`config.mk`:
```
export PLATFORM = sky130hd
export DESIGN_NAME = conv_seq_ctrl_flat
export DESIGN_NICKNAME = d
export VERILOG_FILES = /design/src/rtl/conv_seq_if.sv /design/src/rtl/conv_seq_ctrl.sv /design/src/flat_wrapper.sv
export SDC_FILE = /design/constraint.sdc
export NUM_CORES = 1
export LEC_CHECK = 0
export ABC_AREA = 0
export BUFFER_PORTS_ARGS = -buffer_cell sky130_fd_sc_hd__buf_2
export CAP_MARGIN = 25
export CORE_MARGIN = 5
export CORE_UTILIZATION = 55
export CTS_BUF_LIST = sky130_fd_sc_hd__clkbuf_4
export CTS_CLUSTER_SIZE = 16
export DETAILED_ROUTE_END_ITERATION = 12
export PLACE_DENSITY_LB_ADDON = 0.1
export RECOVER_POWER = 100
export SLEW_MARGIN = 20
export SYNTH_ARGS = -nofsm -noshare
export SYNTH_HDL_FRONTEND = slang
export SYNTH_SLANG_ARGS = --single-unit
export TNS_END_PERCENT = 20
```
`constraint.sdc`:
```
create_clock -name clk -period 3.2 [get_ports clk]
set_input_delay 0.48 -clock clk [delete_from_list [all_inputs] [get_ports clk]]
set_output_delay 0.48 -clock clk [all_outputs]
set_load 0.05 [all_outputs]
```
`src/rtl/conv_seq_if.sv`:
```
// Handshake/bus bundle between the convolution sequencer and its datapath.
// master: sequencer side (drives SRAM, L0, MAC, SFU controls); slave: environment.
interface conv_seq_if #(
    parameter int AW = 7,
    parameter int KW = 4
);
    logic          start;
    logic          l0_full;
    logic [AW-1:0] I_A;
    logic          I_CEN;
    logic          I_WEN;
    logic          l0_wr;
    logic          l0_rd;
    logic [1:0]    inst_w;
    logic [AW-1:0] O_A;
    logic          O_CEN;
    logic          O_WEN;
    logic          sfu_rd;
    logic [KW-1:0] kij;
    logic          busy;
    logic          done;

    modport master (
        input  start, l0_full,
        output I_A, I_CEN, I_WEN, l0_wr, l0_rd, inst_w,
        output O_A, O_CEN, O_WEN, sfu_rd, kij, busy, done
    );

    modport slave (
        output start, l0_full,
        input  I_A, I_CEN, I_WEN, l0_wr, l0_rd, inst_w,
        input  O_A, O_CEN, O_WEN, sfu_rd, kij, busy, done
    );
endinterface

```
`src/rtl/conv_seq_ctrl.sv`:
```
// Convolution tile sequencer: per kernel position loads weights, runs them,
// loads/streams activations, then writes NP psums out and pulses done.
// Ports: clk, reset (async, active-high), bus (conv_seq_if.master).
module conv_seq_ctrl #(
    parameter int ROW      = 8,
    parameter int COL      = 8,
    parameter int KSIZE    = 3,
    parameter int IN_W     = 6,
    parameter int AW       = 7,
    parameter int ACT_BASE = 72,
    parameter int OUT_BASE = 0,
    parameter int WDRAIN   = 16,
    parameter int ADRAIN   = 18
) (
    input  logic       clk,
    input  logic       reset,
    conv_seq_if.master bus
);
    localparam int NK   = KSIZE * KSIZE;
    localparam int OW   = IN_W - KSIZE + 1;
    localparam int NP   = OW * OW;
    localparam int KW   = (NK > 1) ? $clog2(NK) : 1;
    localparam int RW   = (OW > 1) ? $clog2(OW) : 1;
    localparam int WEND = COL + WDRAIN;
    localparam int AEND = NP + ADRAIN;
    localparam int CM0  = (WEND > AEND) ? WEND : AEND;
    localparam int CMAX = (CM0 > ROW) ? CM0 : ROW;
    localparam int CW   = $clog2(CMAX + 1);

    typedef enum logic [2:0] {
        IDLE, WGT_LD, WGT_EX, ACT_LD, ACT_EX, OUT_WR, DONE
    } state_t;

    state_t        state_q, state_d;
    logic [CW-1:0] cnt_q, cnt_d;
    logic [RW-1:0] r_q, r_d;
    logic [RW-1:0] c_q, c_d;
    logic [AW-1:0] roff_q, roff_d;
    logic [KW-1:0] kij_q, kij_d;
    logic [KW-1:0] kc_q, kc_d;
    logic [AW-1:0] koff_q, koff_d;
    logic [AW-1:0] wbase_q, wbase_d;
    logic          l0_wr_q, l0_wr_d;

    logic          rd_issue;
    logic [AW-1:0] i_a;
    logic          l0_rd;
    logic [1:0]    inst_w;
    logic          o_cen;
    logic          sfu_rd;
    logic          done;

    always_comb begin
        state_d  = state_q;
        cnt_d    = cnt_q;
        r_d      = r_q;
        c_d      = c_q;
        roff_d   = roff_q;
        kij_d    = kij_q;
        kc_d     = kc_q;
        koff_d   = koff_q;
        wbase_d  = wbase_q;
        rd_issue = 1'b0;
        i_a      = wbase_q + AW'(cnt_q);
        l0_rd    = 1'b0;
        inst_w   = 2'b00;
        o_cen    = 1'b1;
        sfu_rd   = 1'b0;
        done     = 1'b0;
        unique case (state_q)
            IDLE: begin
                if (bus.start) begin
                    state_d = WGT_LD;
                    cnt_d   = '0;
                    r_d     = '0;
                    c_d     = '0;
                    roff_d  = '0;
                    kij_d   = '0;
                    kc_d    = '0;
                    koff_d  = '0;
                    wbase_d = '0;
                end
            end
            WGT_LD: begin
                if (!bus.l0_full) begin
                    rd_issue = 1'b1;
                    if (cnt_q == CW'(COL - 1)) begin
                        cnt_d   = '0;
                        state_d = WGT_EX;
                    end else begin
                        cnt_d = cnt_q + 1'b1;
                    end
                end
            end
            WGT_EX: begin
                if (cnt_q < CW'(COL)) begin
                    l0_rd  = 1'b1;
                    inst_w = 2'b01;
                end
                if (cnt_q == CW'(WEND - 1)) begin
                    cnt_d   = '0;
                    state_d = ACT_LD;
                end else begin
                    cnt_d = cnt_q + 1'b1;
                end
            end
            ACT_LD: begin
                // window origin + row offset + column, all modulo 2^AW
                i_a = AW'(ACT_BASE) + koff_q + roff_q + AW'(c_q);
                if (!bus.l0_full) begin
                    rd_issue = 1'b1;
                    if (c_q == RW'(OW - 1)) begin
                        c_d    = '0;
                        r_d    = r_q + 1'b1;
                        roff_d = roff_q + AW'(IN_W);
                        if (r_q == RW'(OW - 1)) begin
                            r_d     = '0;
                            roff_d  = '0;
                            state_d = ACT_EX;
                        end
                    end else begin
                        c_d = c_q + 1'b1;
                    end
                end
            end
            ACT_EX: begin
                if (cnt_q < CW'(NP)) begin
                    l0_rd  = 1'b1;
                    inst_w = 2'b10;
                end
                if (cnt_q == CW'(AEND - 1)) begin
                    cnt_d = '0;
                    if (kij_q == KW'(NK - 1)) begin
                        state_d = OUT_WR;
                    end else begin
                        state_d = WGT_LD;
                        kij_d   = kij_q + 1'b1;
                        wbase_d = wbase_q + AW'(COL);
                        // next kernel row: skip to column 0 of the next input row
                        if (kc_q == KW'(KSIZE - 1)) begin
                            kc_d   = '0;
                            koff_d = koff_q + AW'(OW);
                        end else begin
                            kc_d   = kc_q + 1'b1;
                            koff_d = koff_q + 1'b1;
                        end
                    end
                end else begin
                    cnt_d = cnt_q + 1'b1;
                end
            end
            OUT_WR: begin
                o_cen  = 1'b0;
                sfu_rd = 1'b1;
                if (cnt_q == CW'(NP - 1)) begin
                    cnt_d   = '0;
                    state_d = DONE;
                end else begin
                    cnt_d = cnt_q + 1'b1;
                end
            end
            DONE: begin
                done    = 1'b1;
                state_d = IDLE;
            end
            default: state_d = IDLE;
        endcase
        // SRAM read data lands in L0 one cycle after the read is issued
        l0_wr_d = rd_issue;
    end

    always_ff @(posedge clk or posedge reset) begin
        if (reset) begin
            state_q <= IDLE;
            cnt_q   <= '0;
            r_q     <= '0;
            c_q     <= '0;
            roff_q  <= '0;
            kij_q   <= '0;
            kc_q    <= '0;
            koff_q  <= '0;
            wbase_q <= '0;
            l0_wr_q <= 1'b0;
        end else begin
            state_q <= state_d;
            cnt_q   <= cnt_d;
            r_q     <= r_d;
            c_q     <= c_d;
            roff_q  <= roff_d;
            kij_q   <= kij_d;
            kc_q    <= kc_d;
            koff_q  <= koff_d;
            wbase_q <= wbase_d;
            l0_wr_q <= l0_wr_d;
        end
    end

    assign bus.I_A    = i_a;
    assign bus.I_CEN  = ~rd_issue;
    assign bus.I_WEN  = 1'b1;
    assign bus.l0_wr  = l0_wr_q;
    assign bus.l0_rd  = l0_rd;
    assign bus.inst_w = inst_w;
    assign bus.O_A    = AW'(OUT_BASE) + AW'(cnt_q);
    assign bus.O_CEN  = o_cen;
    assign bus.O_WEN  = o_cen;
    assign bus.sfu_rd = sfu_rd;
    assign bus.kij    = kij_q;
    assign bus.busy   = (state_q != IDLE);
    assign bus.done   = done;
endmodule

```
`src/flat_wrapper.sv`:
```
// flat-port wrapper written by rule: the top's interface ports become plain ports
module conv_seq_ctrl_flat 
#(
    parameter int ROW      = 8,
    parameter int COL      = 8,
    parameter int KSIZE    = 3,
    parameter int IN_W     = 6,
    parameter int AW       = 7,
    parameter int ACT_BASE = 72,
    parameter int OUT_BASE = 0,
    parameter int WDRAIN   = 16,
    parameter int ADRAIN   = 18
)
  (clk, reset, bus_start, bus_l0_full, bus_I_A, bus_I_CEN, bus_I_WEN, bus_l0_wr, bus_l0_rd, bus_inst_w, bus_O_A, bus_O_CEN, bus_O_WEN, bus_sfu_rd, bus_kij, bus_busy, bus_done);
  conv_seq_if #(.AW(AW)) bus_i ();
  input  logic clk;
  input  logic reset;
  input wire logic [$bits(bus_i.start)-1:0] bus_start;
  input wire logic [$bits(bus_i.l0_full)-1:0] bus_l0_full;
  output wire logic [$bits(bus_i.I_A)-1:0] bus_I_A;
  output wire logic [$bits(bus_i.I_CEN)-1:0] bus_I_CEN;
  output wire logic [$bits(bus_i.I_WEN)-1:0] bus_I_WEN;
  output wire logic [$bits(bus_i.l0_wr)-1:0] bus_l0_wr;
  output wire logic [$bits(bus_i.l0_rd)-1:0] bus_l0_rd;
  output wire logic [$bits(bus_i.inst_w)-1:0] bus_inst_w;
  output wire logic [$bits(bus_i.O_A)-1:0] bus_O_A;
  output wire logic [$bits(bus_i.O_CEN)-1:0] bus_O_CEN;
  output wire logic [$bits(bus_i.O_WEN)-1:0] bus_O_WEN;
  output wire logic [$bits(bus_i.sfu_rd)-1:0] bus_sfu_rd;
  output wire logic [$bits(bus_i.kij)-1:0] bus_kij;
  output wire logic [$bits(bus_i.busy)-1:0] bus_busy;
  output wire logic [$bits(bus_i.done)-1:0] bus_done;
  assign bus_i.start = bus_start;
  assign bus_i.l0_full = bus_l0_full;
  assign bus_I_A = bus_i.I_A;
  assign bus_I_CEN = bus_i.I_CEN;
  assign bus_I_WEN = bus_i.I_WEN;
  assign bus_l0_wr = bus_i.l0_wr;
  assign bus_l0_rd = bus_i.l0_rd;
  assign bus_inst_w = bus_i.inst_w;
  assign bus_O_A = bus_i.O_A;
  assign bus_O_CEN = bus_i.O_CEN;
  assign bus_O_WEN = bus_i.O_WEN;
  assign bus_sfu_rd = bus_i.sfu_rd;
  assign bus_kij = bus_i.kij;
  assign bus_busy = bus_i.busy;
  assign bus_done = bus_i.done;
  conv_seq_ctrl #(.ROW(ROW), .COL(COL), .KSIZE(KSIZE), .IN_W(IN_W), .AW(AW), .ACT_BASE(ACT_BASE), .OUT_BASE(OUT_BASE), .WDRAIN(WDRAIN), .ADRAIN(ADRAIN)) u_core (.clk(clk), .reset(reset), .bus(bus_i));
endmodule
```
==> flow_summary_export.csv <==
group,metric,value,unit
grt,gr-usage-all-layers,0.198,
critical_path,crit_path_start_kind,"flop",
critical_path,arrival,2600,ps
drt,route.antenna.remaining_nets,0,
pwr,static_leakage,0.00143,uW
sta,tns,0,ps
synthesis,most_instantiated_flip_flop_cell_in_the_synthesis_netlist,"sky130_fd_sc_hd__dfrtp_1",
sta,hold_violations,0,
pwr,worst_ir_drop_vdd,0.366,mV
grt,initial_antenna_violation_count,0,
finish,fin_cells,409,
pwr,seq_power_share,0.360,
pwr,power.share.combinational,0.524,
finish,num_antenna_cells,0,
critical_path,worst-path-max-fanout,3,
floorplanning,site_row_count,26,
drt,vias,2287,
drt,routed_wirelength_normalized_by_instance_count,14.3,um
clocking,cts_inserted_buffers,5,
finish,syn2layout_area_growth,8.13,%
finish,nFillCells,494,
grt,grt_start_max_net_pins,24,
placement,io_buffer_count,30,
sta,timing.fmax,325,MHz
floorplanning,floorplan.die.height,81.6,um
pwr,power_per_cell_area,677,mW/mm^2
clocking,tritoncts,"yes",
sta,report.final.setup_viol,0,
clocking,cts_hold_buffers,0,
floorplanning,coreArea,0.00504,mm^2
drt,dr.first_iter.drc_count,68,
pwr,proportion_of_total_power_due_to_net_switching,0.503,
pwr,cell_internal_pwr,1030,uW
grt,global_route_wire_length_before_repair,10400,um
flow_run,drv.max_cap_violation_count,0,
clocking,insertion_delay,350,ps
synthesis,number_of_synthesized_register_bits,39,
placement,place_hpwl,4390,um
synthesis,syn_inst,311,
sta,clock-skew-final,8.17,ps
sta,grt_setup_unrepaired,"true",
synthesis,share_of_synthesized_registers_carrying_an_async_set_or_reset,1.00,
floorplanning,floorplan.die.width,81.6,um
sta,max_slew_margin_vs_limit,0.305,
pwr,finalPower,2060,uW
synthesis,post-synth-top-count-cell,"sky130_fd_sc_hd__dfrtp_1",
clocking,cts.sinks,39,
min_path,hp-class,"in -> async",
outcome,outcome,"completed",
synthesis,syn_avg_cell_area,9.06,um^2
sta,worstMarginPinSlew,1040,ps
synthesis,ys_top_cells_by_count,"39 x sky130_fd_sc_hd__dfrtp_1, 33 x sky130_fd_sc_hd__o21ai_0, 30 x sky130_fd_sc_hd__nand2_1",
sta,fin_crit,3080,ps
finish,post_route_cells_drive_above_1_share,0.147,
pwr,share_clk_of_total_power,0.116,
floorplanning,ioPinCount,33,
clocking,clock_path_buffers,2,
placement,gp_congestion,0.830,
sta,timing.hold.ws,265,ps
synthesis,ys_warn_count,0,
finish,final_net_count,371,
pwr,power.net_switching,1040,uW
floorplanning,initial_core_util,0.559,
critical_path,cp_data_required_time,2720,ps
clocking,htree_levels,2,
clocking,clockRootBuffer,"sky130_fd_sc_hd__clkbuf_4",
critical_path,cp-end-kind,"output port",
synthesis,netlist-cell-type-count,60,
synthesis,synthesized_area,0.00282,mm^2
placement,cell_count_after_placement,400,
critical_path,crit_type,"reg -> out",
clocking,clk_pin_slew,120,ps
synthesis,dominant_cell_type_by_area_after_synthesis,"sky130_fd_sc_hd__dfrtp_1",
placement,placement.setup.worst_slack,328,ps
sta,worst_slack,120,ps
drt,route.detailed.drc,0,
grt,grt_overflow,0,
synthesis,synth-seq-area-share,0.346,
sta,timing.final.crit_share,0.963,
drt,via_per_inst,5.59,
synthesis,synth_edf_count,0,
drt,routed_wirelength,5830,um
sta,final-max-slew-violation-count,0,
synthesis,synth.area.top_cells,"sky130_fd_sc_hd__dfrtp_1 35%, sky130_fd_sc_hd__ha_1 12%, sky130_fd_sc_hd__o21ai_0 5.9%, sky130_fd_sc_hd__nand2_1 4.0%, sky130_fd_sc_hd__a21oi_1 3.9%",
synthesis,yosysTopAreaCellShare,0.346,
drt,firstDrtPassIters,4,
floorplanning,die_area,0.00665,mm^2
grt,first_global_vias,2230,
## worst paths after layout
path	startpoint	slack, ps	depth (start not counted)	endpoint
setup / recovery	u_core.koff_q[1]	120	10	bus_I_A[5]
hold / removal	reset	260	2	u_core.kc_q[1]
setup reg to reg	u_core.cnt_q[1]	660	8	u_core.kc_q[3]
hold reg to reg	u_core.r_q[1]	510	2	u_core.r_q[1]
max in group asynchronous	reset	1460	3	u_core.roff_q[1]
min in group clk	bus_l0_full	380	2	u_core.bus.l0_wr
## power by group through the flow
| stage | Sequential [uW] | Clock (uW) | Combinational (uW) |
|---|---|---|---|
| after global placement | 756 | 0 | 1080 |
| after detailed placement | 761 | 0 | 1090 |
| after CTS | 749 | 246 | 1100 |
| final | 744 | 239 | 1080 |
| after global routing | 768 | 268 | 1210 |
| after floorplan | 751 | 0 | 881 |
## cells in the final DEF (no fill, tap or decap), types with 3 or more instances in the layout
| master | netlist | routed |
|---|---|---|
| sky130_fd_sc_hd__a21oi_1 | 22 | 22 |
| sky130_fd_sc_hd__o31ai_1 | 7 | 7 |
| sky130_fd_sc_hd__buf_2 | 3 | 19 |
| sky130_fd_sc_hd__mux2_2 | 3 | 3 |
| sky130_fd_sc_hd__nand3b_1 | 3 | 3 |
| sky130_fd_sc_hd__nor4b_1 | 2 | 3 |
| sky130_fd_sc_hd__a21o_1 | 3 | 3 |
| sky130_fd_sc_hd__a22o_1 | 5 | 5 |
| sky130_fd_sc_hd__clkbuf_4 | 0 | 5 |
| sky130_fd_sc_hd__clkbuf_1 | 8 | 11 |
| sky130_fd_sc_hd__or3_1 | 4 | 4 |
| sky130_fd_sc_hd__xor2_1 | 6 | 6 |
| sky130_fd_sc_hd__nor2b_1 | 3 | 3 |
| sky130_fd_sc_hd__conb_1 | 2 | 3 |
| sky130_fd_sc_hd__nand3_1 | 10 | 10 |
| sky130_fd_sc_hd__xnor2_1 | 7 | 7 |
| sky130_fd_sc_hd__inv_1 | 22 | 22 |
| sky130_fd_sc_hd__ha_1 | 26 | 25 |
| sky130_fd_sc_hd__nor3b_1 | 3 | 3 |
| sky130_fd_sc_hd__nor3_1 | 6 | 6 |
| sky130_fd_sc_hd__dfrtp_1 | 39 | 37 |
| sky130_fd_sc_hd__nand2_1 | 30 | 30 |
| sky130_fd_sc_hd__o21ai_0 | 33 | 32 |
| sky130_fd_sc_hd__nor2_1 | 11 | 11 |
| sky130_fd_sc_hd__nand2b_1 | 3 | 3 |
| sky130_fd_sc_hd__and3_1 | 3 | 3 |
| sky130_fd_sc_hd__buf_4 | 4 | 7 |
## flip-flops by register name, indices dropped and copies added, names as in the netlist
signal	count
u_core.bus.kij	4
u_core.bus.l0_wr	1
u_core.c_q	2
u_core.cnt_q	6
u_core.kc_q	4
u_core.koff_q	7
u_core.r_q	2
u_core.roff_q	6
u_core.state_q	3
u_core.wbase_q	4
## final cells by class
type | instances | area, um^2 | share of cell area
timing repair buffer | 38 | 200 | 0.0657
sequential | 39 | 978 | 0.321
tap | 70 | 87.6 | 0.0287
clock inverter | 2 | 8.76 | 0.00287
clock buffer | 5 | 37.5 | 0.0123
multi-input combinational | 233 | 1650 | 0.542
inverter | 22 | 82.6 | 0.0271
## logic make-up (layout without fill, tap and decap cells)
family | Yosys count | in the layout | share of synthesized area
DFF | 39 | 39 | 0.346
other | 2 | 3 | 0.00267
buffers and inverters | 40 | 67 | 0.0653
xor gates and xnor gates | 13 | 13 | 0.0404
and+or+nand+nor | 97 | 97 | 0.199
muxes | 4 | 4 | 0.0155
adders and majority gates | 28 | 28 | 0.130
AOI/OAI and AO/OA | 88 | 88 | 0.201
## worst max-delay path, stage by stage, from the launching register on
cell and delay [ps]:
sky130_fd_sc_hd__dfrtp_2 430, sky130_fd_sc_hd__fa_1 540, sky130_fd_sc_hd__ha_2 190, sky130_fd_sc_hd__inv_1 50, sky130_fd_sc_hd__fa_2 340, sky130_fd_sc_hd__inv_1 60, sky130_fd_sc_hd__a21o_1 100, sky130_fd_sc_hd__a21oi_1 70
sky130_fd_sc_hd__xor2_1 140, sky130_fd_sc_hd__o21ai_1 150, sky130_fd_sc_hd__buf_6 180
## through the flow
stage / area, um^2 / utilization
final: 3050 / 0.604
after global routing: 3050 / 0.604
after CTS: 3060 / 0.608
after detailed placement: 3000 / 0.596
after global placement: 3000 / 0.596
after floorplan: 2820 / -
## layer usage
metal,GRT usage,part of all wire
met5,0,0
met2,0.320,0.45
met4,0.0498,0.015
met3,0.0406,0.034
met1,0.272,0.50
## timing repair
action	CTS	global route
pin swaps	0	0
resized for setup	3	5
setup buffers	1	1
setup endpoints to repair	1	3
(Power assumes the default switching activity.)
